--- src/rtl/fsk_pkg.sv ---
// Shared definitions for the FSK receive sequencer: state encoding and the
// default frame sync pattern.
package fsk_pkg;

    // Debug-visible state encoding; values are exported on the state port.
    typedef enum logic [1:0] {
        ST_IDLE    = 2'd0,
        ST_HUNT    = 2'd1,
        ST_PAYLOAD = 2'd2,
        ST_DRAIN   = 2'd3
    } fsk_state_e;

    // Default sync word, received MSB first.
    localparam logic [15:0] FSK_SYNC_DEFAULT = 16'hD391;

    // Width of one ADC sample.
    localparam int FSK_SAMPLE_W = 16;

endpackage

--- src/rtl/fsk_sample_pacer.sv ---
// ADC sample pacer: divides sysclk down to the sample rate, latches each
// sample toward the demodulator and marks the last sample of every symbol.
// While i_run is low both counters are held at zero, so the first strobe
// after i_run rises comes exactly SAMPLE_DIV cycles later.
module fsk_sample_pacer
    import fsk_pkg::*;
#(
    parameter int SAMPLE_DIV      = 4,
    parameter int SAMPLES_PER_SYM = 256
) (
    input  logic                    sysclk,
    input  logic                    reset,
    input  logic                    i_run,
    input  logic [FSK_SAMPLE_W-1:0] i_sample,
    output logic                    o_strobe,
    output logic [FSK_SAMPLE_W-1:0] o_sample,
    output logic                    o_sym_done
);

    localparam int DIV_W = (SAMPLE_DIV > 1) ? $clog2(SAMPLE_DIV) : 1;
    localparam int SYM_W = (SAMPLES_PER_SYM > 1) ? $clog2(SAMPLES_PER_SYM) : 1;
    localparam logic [DIV_W-1:0] DIV_LAST  = DIV_W'(SAMPLE_DIV - 1);
    localparam logic [SYM_W-1:0] SAMP_LAST = SYM_W'(SAMPLES_PER_SYM - 1);

    logic [DIV_W-1:0]        r_div;
    logic [SYM_W-1:0]        r_samp;
    logic                    r_strobe;
    logic                    r_sym_done;
    logic [FSK_SAMPLE_W-1:0] r_sample;

    // Divider and sample-index counters; strobe, symbol mark and latch update together.
    always_ff @(posedge sysclk or negedge reset) begin
        if (!reset) begin
            r_div      <= '0;
            r_samp     <= '0;
            r_strobe   <= 1'b0;
            r_sym_done <= 1'b0;
            r_sample   <= '0;
        end else begin
            r_strobe   <= 1'b0;
            r_sym_done <= 1'b0;
            if (!i_run) begin
                r_div  <= '0;
                r_samp <= '0;
            end else if (r_div == DIV_LAST) begin
                r_div      <= '0;
                r_strobe   <= 1'b1;
                r_sample   <= i_sample;
                r_sym_done <= (r_samp == SAMP_LAST);
                r_samp     <= (r_samp == SAMP_LAST) ? '0 : r_samp + 1'b1;
            end else begin
                r_div <= r_div + 1'b1;
            end
        end
    end

    assign o_strobe   = r_strobe;
    assign o_sample   = r_sample;
    assign o_sym_done = r_sym_done;

endmodule

--- src/rtl/fsk_rx_ctrl.sv ---
// FSK receive sequencer: paces ADC capture through fsk_sample_pacer, hunts
// for the sync word in the demodulator's bit decisions, assembles the
// payload into bytes and hands them downstream.
//
// Byte handshake: a byte transfers on any rising edge where byte_valid and
// byte_ready are both high. byte_data is held stable while byte_valid is high
// and byte_ready is low; byte_valid drops the cycle after a transfer unless a
// new byte loads on that same edge. A byte completing while the previous one
// is still pending and not being accepted is dropped and flagged on overrun.
module fsk_rx_ctrl
    import fsk_pkg::*;
#(
    parameter int          SAMPLE_DIV      = 4,
    parameter int          SAMPLES_PER_SYM = 256,
    parameter logic [15:0] SYNC_WORD       = FSK_SYNC_DEFAULT,
    parameter int          PAYLOAD_BYTES   = 4
) (
    input  logic        sysclk,
    input  logic        reset,
    input  logic        en,
    input  logic [15:0] sig_from_adc,
    output logic        adc_strobe,
    output logic [15:0] sig_use,
    output logic        sym_done,
    input  logic        dem_valid,
    input  logic        dem_bit,
    output logic [7:0]  byte_data,
    output logic        byte_valid,
    input  logic        byte_ready,
    output logic        frame_done,
    output logic        overrun,
    output logic [1:0]  state
);

    localparam logic [7:0] LAST_BYTE = 8'(PAYLOAD_BYTES - 1);

    fsk_state_e  r_state;
    fsk_state_e  w_state_nxt;
    logic [15:0] r_shift;
    logic [2:0]  r_bitcnt;
    logic [7:0]  r_bytecnt;
    logic [7:0]  r_asm;
    logic [7:0]  r_byte_data;
    logic        r_byte_valid;
    logic        r_frame_done;
    logic        r_overrun;

    logic        w_run;
    logic        w_xfer;
    logic [15:0] w_shift_in;
    logic [7:0]  w_asm_in;
    logic        w_sync_hit;
    logic        w_byte_done;
    logic        w_drop;
    logic        w_load;

    // Pacing runs in every active state; en low stops it on the same edge.
    assign w_run = en && (r_state != ST_IDLE);

    fsk_sample_pacer #(
        .SAMPLE_DIV      (SAMPLE_DIV),
        .SAMPLES_PER_SYM (SAMPLES_PER_SYM)
    ) u_pacer (
        .sysclk     (sysclk),
        .reset      (reset),
        .i_run      (w_run),
        .i_sample   (sig_from_adc),
        .o_strobe   (adc_strobe),
        .o_sample   (sig_use),
        .o_sym_done (sym_done)
    );

    assign w_xfer      = r_byte_valid && byte_ready;
    assign w_shift_in  = {r_shift[14:0], dem_bit};
    assign w_asm_in    = {r_asm[6:0], dem_bit};
    assign w_sync_hit  = (r_state == ST_HUNT) && dem_valid && (w_shift_in == SYNC_WORD);
    assign w_byte_done = (r_state == ST_PAYLOAD) && dem_valid && (r_bitcnt == 3'd7);
    assign w_drop      = w_byte_done && r_byte_valid && !byte_ready;
    assign w_load      = w_byte_done && !w_drop;

    // State register.
    always_ff @(posedge sysclk or negedge reset) begin
        if (!reset) begin
            r_state <= ST_IDLE;
        end else begin
            r_state <= w_state_nxt;
        end
    end

    // Next-state decode; en low overrides everything.
    always_comb begin
        w_state_nxt = r_state;
        if (!en) begin
            w_state_nxt = ST_IDLE;
        end else begin
            case (r_state)
                ST_IDLE:    w_state_nxt = ST_HUNT;
                ST_HUNT:    if (w_sync_hit) w_state_nxt = ST_PAYLOAD;
                ST_PAYLOAD: begin
                    if (w_drop) begin
                        w_state_nxt = ST_HUNT;
                    end else if (w_load && (r_bytecnt == LAST_BYTE)) begin
                        w_state_nxt = ST_DRAIN;
                    end
                end
                ST_DRAIN:   if (w_xfer) w_state_nxt = ST_HUNT;
                default:    w_state_nxt = ST_IDLE;
            endcase
        end
    end

    // Sync correlator, byte assembler, output byte register and status flags.
    always_ff @(posedge sysclk or negedge reset) begin
        if (!reset) begin
            r_shift      <= '0;
            r_bitcnt     <= '0;
            r_bytecnt    <= '0;
            r_asm        <= '0;
            r_byte_data  <= '0;
            r_byte_valid <= 1'b0;
            r_frame_done <= 1'b0;
            r_overrun    <= 1'b0;
        end else if (!en) begin
            // Abandon everything, including a pending byte; byte_data keeps its value.
            r_shift      <= '0;
            r_bitcnt     <= '0;
            r_bytecnt    <= '0;
            r_asm        <= '0;
            r_byte_valid <= 1'b0;
            r_frame_done <= 1'b0;
            r_overrun    <= 1'b0;
        end else begin
            r_frame_done <= (r_state == ST_DRAIN) && w_xfer;
            if (w_xfer) begin
                r_byte_valid <= 1'b0;
            end
            case (r_state)
                ST_IDLE: begin
                    r_shift   <= '0;
                    r_bitcnt  <= '0;
                    r_bytecnt <= '0;
                    r_asm     <= '0;
                end
                ST_HUNT: begin
                    if (dem_valid) begin
                        if (w_sync_hit) begin
                            // Start the frame from a clean correlator and assembler.
                            r_shift   <= '0;
                            r_bitcnt  <= '0;
                            r_bytecnt <= '0;
                            r_asm     <= '0;
                        end else begin
                            r_shift <= w_shift_in;
                        end
                    end
                end
                ST_PAYLOAD: begin
                    if (dem_valid) begin
                        r_asm    <= w_asm_in;
                        r_bitcnt <= r_bitcnt + 3'd1;
                        if (w_drop) begin
                            r_overrun <= 1'b1;
                        end
                        if (w_load) begin
                            r_byte_data  <= w_asm_in;
                            r_byte_valid <= 1'b1;
                            r_bytecnt    <= r_bytecnt + 8'd1;
                        end
                    end
                end
                default: begin
                end
            endcase
        end
    end

    assign byte_data  = r_byte_data;
    assign byte_valid = r_byte_valid;
    assign frame_done = r_frame_done;
    assign overrun    = r_overrun;
    assign state      = r_state;

endmodule
--- config.mk ---
export PLATFORM = sky130hd
export DESIGN_NAME = fsk_rx_ctrl
export DESIGN_NICKNAME = d
export VERILOG_FILES = /design/src/rtl/fsk_pkg.sv /design/src/rtl/fsk_sample_pacer.sv /design/src/rtl/fsk_rx_ctrl.sv
export SDC_FILE = /design/constraint.sdc
export NUM_CORES = 1
export LEC_CHECK = 0
export ABC_CLOCK_PERIOD_IN_PS = 2100
export CAP_MARGIN = 40
export CORE_UTILIZATION = 45
export DETAILED_ROUTE_END_ITERATION = 8
export DONT_BUFFER_PORTS = 1
export GPL_ROUTABILITY_DRIVEN = 0
export PLACE_DENSITY_LB_ADDON = 0.3
export RECOVER_POWER = 100
export REMOVE_ABC_BUFFERS = 1
export SLEW_MARGIN = 20
export SYNTH_ARGS = -nofsm -noshare
export SYNTH_HDL_FRONTEND = slang
export SYNTH_SLANG_ARGS = --single-unit
--- constraint.sdc ---
create_clock -name sysclk -period 2.1 [get_ports sysclk]
set_clock_uncertainty 0.1 [all_clocks]
set_input_delay 0 -clock sysclk [delete_from_list [all_inputs] [get_ports sysclk]]
set_output_delay 0 -clock sysclk [all_outputs]
set_load 0.01 [all_outputs]
# Word-level counts from Yosys, hierarchy flattened
# Index checks and enable logic that the tools add are counted.
# totals
n_memories	0
wordCells	103
latchBits	0
ram_bits	0
in_bits	22
rom_bits	0
output_inout_bits	31
ff_bits	74
# classes
muxes	43
n_eq_ne	20
bitwise_logic	0
reduce_logical	22
shift	0
add_sub_neg	4
div	0
n_lt_le_gt_ge	0
multipliers	0
# op_table
operator	count
8-bit 2-to-1 mux	8
15-bit 2-to-1 mux	3
15-bit one-hot mux with 2 select lines	1
8-bit one-hot mux with 3 select lines	1
7-bit one-hot mux with 3 select lines	1
8-bit by 1-bit adder with 8-bit output, second input constant	2
16-bit == test, second input constant	1
3-bit inequality test, second input constant	5
1-bit 2-to-1 mux	14
2-bit 2-to-1 mux	7
7-bit 2-to-1 mux	2
3-bit 2-to-1 mux	4
1-bit logical AND	11
3-bit one-hot mux with 3 select lines	1
8-bit by 2-bit == test with 1-bit output, second input constant	1
8-bit == test, second input constant	1
2-bit one-hot mux with 4 select lines	1
4-bit AND reduction	2
2-bit == test, second input constant	3
2-bit by 1-bit inequality test with 1-bit output, second input constant	3
3-bit AND reduction	2
5-bit AND reduction	1
4-bit by 1-bit inequality test with 1-bit output, second input constant	1
4-bit by 3-bit inequality test with 1-bit output, second input constant	1
other kinds (10)	12

# Longest topological paths before layout
# depth
ltp_word	12
mapped_depth	9
mapped_depth_nobuf	7

# Modules after synthesis
# From an unflattened synthesis, not the netlist that was laid out.
# unflattened
hier_cells	324
area_unflattened_um2	3502.1
# modules_own_cells
module	cells_per_inst	area_per_inst_um2	n_inst
fsk_rx_ctrl	233	2312.2	1
fsk_sample_pacer	91	1189.9	1

# Worst setup path before layout
# OpenSTA, ideal clock, no wires.
# synth_timing
kind	flip-flop to flip-flop
startpoint	reg r_state[1], in the netlist state[1]
endpoint	reg r_shift[13]
arrival_time_ns	1.994
setup_slack_ns	-0.077
setup_ns	0.083
stages_incl_launch_ff	10
path_cell_list	dfrtp_1 -> inv_1 -> ha_1 -> clkbuf_1 -> mux2i_1 -> and2_1 -> clkbuf_1 -> clkbuf_1 -> nand2_1 -> o21ai_0
# synth_via
elab_chain_cells	7
elab_cells_between_ends	11
# synth_rtl
item	line	text
from (decl)	fsk_rx_ctrl.sv:37	fsk_state_e r_state;
from (signal assigned)	fsk_rx_ctrl.sv:86	r_state <= w_state_nxt;
2-bit by 1-bit == test with 1-bit output	fsk_rx_ctrl.sv:76, fsk_rx_ctrl.sv:137	
1-bit logical AND (2 in a row)	fsk_rx_ctrl.sv:76	assign w_sync_hit = (r_state == ST_HUNT) && dem_valid && (w_shift_in == SYNC_WORD);
15-bit 2-to-1 mux	fsk_rx_ctrl.sv:146	if (w_sync_hit) begin
15-bit 2-to-1 mux	fsk_rx_ctrl.sv:145	if (dem_valid) begin
15-bit one-hot mux with 2 select lines	fsk_rx_ctrl.sv:137	case (r_state)
15-bit 2-to-1 mux	fsk_rx_ctrl.sv:123	end else if (!en) begin
to (signal assigned)	fsk_rx_ctrl.sv:153	r_shift <= w_shift_in;
to (decl)	fsk_rx_ctrl.sv:39	logic [15:0] r_shift;
# Several ways; a longest one is shown, not always the timed one. The select of a mux whose other input is x is not followed.
# A chain may end at the register's enable or synchronous reset.

# Final worst setup path
# layout_timing
startpoint	reg r_shift[4]
endpoint	reg r_bytecnt[0]
# layout_via
elab_chain_cells	4
# layout_rtl
item	line	text
16-bit == test	fsk_rx_ctrl.sv:76	
1-bit logical AND	fsk_rx_ctrl.sv:76	
3-bit inequality test (no source line)	n/a	
5-bit AND reduction (no source line)	n/a	
to (signal assigned)	fsk_rx_ctrl.sv:167	r_bytecnt <= r_bytecnt + 8'd1;
to (decl)	fsk_rx_ctrl.sv:41	logic [7:0] r_bytecnt;
# No other way between the ends.

==> metrics list <==
- Max clock buf depth: 2
- The synthesized netlist devotes 3.776% of its cell area to adder and majority cells.
* Number of instances in the synthesized netlist: 361
- Clock tree from TritonCTS: built
- Result of the run: complete, no violations
* P&R area growth vs syn: 18.35%
- Arrival time at the worst endpoint: roughly 2.2 ns
- Across the run, the number of max-cap violations was 0.
- Number of inserted filler cells in the final layout: 615
- The floorplan step set the die width to 87.81 microns.
- Area inside the core boundary: between 0.006 and 0.007 sq mm
* Total global routing overflow: 0
- The initial utilization of the core area, before any placement, comes to 47.71%.
- Once placement completed, the tool counted placed cells totaling 453.
- Counting flops and latches in the post-synthesis netlist gives 74.
- Largest vdd supply drop: around 0.37 mV
- Leakage Power: 0.001851 uW
- Net count reported at finish: 424
- Detailed Place HPWL: between 4000 and 5000 microns
- Summed over all layers, the routed wires come to a little under 7000 microns.
- CTS placed an instance of sky130_fd_sc_hd__clkbuf_8 at the clock tree root.
- After floorplanning, the core was divided into 30 placement rows.
- Setup violations remaining at the end of the flow were counted as 0.
- During I/O placement, the number of pins put on the boundary was 53.
- Power per standard cell area: 905.1 mW/mm^2
* Post-route ant nets: 0
- Area share of xor/xnor cells in the synthesized design: less than 1%
- In the final layout, the share of cells above drive strength 1 is approximately 9%.
- The count of cells in the finished layout, fillers not included, comes to approximately 490.
* Residual DRC: 0
- DR vias/cell: 5.142
* Maximum number of pins on one net before global-route repair: between 70 and 80
* Total Neg Setup Slack: 0 ns
- Along the worst path, the maximum fanout reaches 8.
- The first global-routing pass estimated 11180 microns of wire.
* Sink count of the clock tree: 74
* Worst min-delay path category: primary input to register
- Number of global-route vias before repair: 2410
- For this run, the total global-route usage over all layers was measured as between 10% and 20%.
- The synthesized netlist devotes 10.76% of its cell area to compound gates.
- Basic-gate share of the synthesized area counting and, or, nand and nor cells: 24.24%
- Final number of max-transition violations: 0
- CTS HTree Levels: 3
- Setup repair after global routing missed its margin: true
* Netlist area before placement: 0.003313 sq mm
* Capturing element type of the critical path: register
- Height of the die: 87.81 microns
* Least-Margin Pin Slew: 0.9787 ns
* Clk_lat worst skew: 0.34 ns
- Mapped Avg Cell Area: 9.178 sq um
- The first routing iteration left 120 violations.
- Commonest cells after routing, fill and taps aside: 131 x sky130_fd_sc_hd__nand2_1, 73 x sky130_fd_sc_hd__dfrtp_1, 41 x sky130_fd_sc_hd__o21ai_0, 22 x sky130_fd_sc_hd__dlygate4sd3_1, 13 x sky130_fd_sc_hd__nand3_1
* Final min period: 2.056 ns
- In this run, synthesis inferred 0 flip-flops with an integrated enable.
- Critical Setup Path Class: register to register
- By area, the combinational part of the netlist is dominated by simple AND/OR/NAND/NOR gates.
- Final period utilization: 97.92%
- The share of the Yosys chip area taken by registers is 55.89%.
- Clock buffer count from CTS: 9
- Number of antenna violations at the first check in global routing: 0
- Die Footprint: around 0.0077 sq mm
- Achievable frequency: between 400 and 500 MHz
- Count of input and output buffers: 0
* First-pass DRT Iterations: 4
- Counting flops with an async set or reset pin after synthesis yields a share of 100.0%.
* Headroom to the max-slew limit: 34.75%
- Vias: 2535
- Critical Path RT: about 2.2 ns
* Number of different library cells in the post-synthesis netlist: 41
- Multiplexer fraction of the synthesized cell area: 1.850%
* Worst-path clk slew: about 0.08 ns
* Wire length per cell after detailed routing: 13.90 microns
- The repair_antennas step left the layout with diodes totalling 0.
- Most common cell after layout, fill and taps aside: sky130_fd_sc_hd__nand2_1
- The Yosys step of the flow raised 0 warnings.
- Hold violation total from the final report: 0
- In the synthesized netlist the dominant register cell turns out to be sky130_fd_sc_hd__dfrtp_1.
* Critical Path Start Type: register
final cells by class:
class,count,area (sq um),share of cell area [%]
multi-input cells,266,1393,35.51
well taps,96,120.1,3.063
clock inverters,4,73.82,1.883
clock buffers,12,145.1,3.701
flip-flops and latches,74,1853,47.26
repair buffers,35,310.3,7.913
inverters,6,26.28,0.6701
logic make-up (layout without fill, tap and decap cells):
| family | after synthesis | after routing |
|---|---|---|
| DFF | 74 | 74 |
| buffers and inverters | 21 | 57 |
| xor gates and xnor gates | 3 | 3 |
| and+or+nand+nor | 184 | 184 |
| AOI/OAI and AO/OA | 63 | 63 |
| muxes | 6 | 6 |
| adders and majority gates | 10 | 10 |
power by group:
group          switching, uW  internal, uW  leakage (uW)
registers                104          1530       0.00103
logic                    432           264      0.000714
clock network            518           706      0.000111
total                   1050          2490       0.00185
Yosys cell counts, types with 2 or more instances:
| cell type | number | area share, % |
|---|---|---|
| sky130_fd_sc_hd__clkbuf_1 | 10 | 1.1 |
| sky130_fd_sc_hd__mux2i_1 | 5 | 1.5 |
| sky130_fd_sc_hd__a21oi_1 | 5 | 0.76 |
| sky130_fd_sc_hd__nand3_1 | 13 | 2.0 |
| sky130_fd_sc_hd__o211ai_1 | 3 | 0.68 |
| sky130_fd_sc_hd__nor3_1 | 2 | 0.30 |
| sky130_fd_sc_hd__clkinv_1 | 2 | 0.23 |
| sky130_fd_sc_hd__nor2_1 | 11 | 1.2 |
| sky130_fd_sc_hd__a31oi_1 | 2 | 0.38 |
| sky130_fd_sc_hd__nand3b_1 | 3 | 0.68 |
| sky130_fd_sc_hd__ha_1 | 10 | 3.8 |
| sky130_fd_sc_hd__o21ai_0 | 41 | 6.2 |
| sky130_fd_sc_hd__buf_1 | 2 | 0.23 |
| sky130_fd_sc_hd__xor2_1 | 3 | 0.79 |
| sky130_fd_sc_hd__and4_1 | 2 | 0.53 |
| sky130_fd_sc_hd__dfrtp_1 | 74 | 56 |
| sky130_fd_sc_hd__o31ai_1 | 4 | 0.91 |
| sky130_fd_sc_hd__inv_1 | 4 | 0.45 |
| sky130_fd_sc_hd__nand2b_1 | 3 | 0.57 |
| sky130_fd_sc_hd__nand2_1 | 131 | 15 |
| sky130_fd_sc_hd__nand4_1 | 4 | 0.76 |
| sky130_fd_sc_hd__buf_2 | 2 | 0.30 |
| sky130_fd_sc_hd__and2_1 | 2 | 0.38 |
| sky130_fd_sc_hd__and3_1 | 5 | 0.94 |
| sky130_fd_sc_hd__o21a_1 | 2 | 0.45 |
state kept, by name, summed over array words and instances, names as in the netlist, 3 cells and up:
name,count
r_bytecnt,8
r_shift,15
u_pacer.r_samp,8
byte_data,8
u_pacer.o_sample,16
r_asm,7
r_bitcnt,3
metrics by stage:
step           total power (uW)  setup slack, ns  hold WS, ns  util [%]  instance area (sq um)
3_3_place_gp               2257          0.08678      -0.3943     49.68                   3450
6_report                   3549          0.04378      0.01265     56.47                   3921
3_5_place_dp               2278          0.01059      -0.3942     49.68                   3450
4_1_cts                    3588          0.01435     0.001806     56.40                   3916
5_1_grt                    3759         -0.07124      0.03263     56.47                   3921
2_1_floorplan              2054          -0.1120      -0.3956         -                   3247
path summary, 6_finish.rpt:
path                                              end                  startpoint  cells past startpoint  slack [ns]
setup / recovery             r_bytecnt[0]$_DFFE_PN0P_      r_shift[4]$_DFFE_PN0P_                      6        0.04
min in group asynchronous        byte_valid$_DFF_PN0_                       reset                      2        0.33
hold reg to reg            u_pacer.r_div[0]$_DFF_PN0_  u_pacer.r_div[0]$_DFF_PN0_                      1        0.34
hold / removal                   state[0]$_DFFE_PN0P_                  byte_ready                      4        0.01
max in group asynchronous        state[1]$_DFFE_PN0P_                       reset                      2        0.90
setup reg to reg             r_bytecnt[0]$_DFFE_PN0P_      r_shift[4]$_DFFE_PN0P_                      6        0.04
metal layers:
metal / track usage (%) / part of all wire (%) / vias to the layer above
li1: - / - / 1264
met1: 24.63 / 46 / 1195
met2: 30.30 / 46 / 68
met3: 6.126 / 6.7 / 8
met4: 6.259 / 1.1 / 0
met5: 0 / 0 / -
repair_timing:
item                                    4_1_cts  5_1_grt
setup buffers                                 0        1
endpoints found under the setup margin        0       23
hold buffers                                 23        0
gates resized for setup                       0        7
endpoints found under the hold margin       126        0
worst max-delay path, stage by stage, from the launching register on:
cell and delay, ns:
sky130_fd_sc_hd__dfrtp_1 0.39, sky130_fd_sc_hd__nand4b_1 0.17, sky130_fd_sc_hd__or4_4 0.50, sky130_fd_sc_hd__o31a_1 0.36, sky130_fd_sc_hd__buf_4 0.17, sky130_fd_sc_hd__o21ai_0 0.14
sky130_fd_sc_hd__o21ai_0 0.10
(Power assumes the default switching activity.)
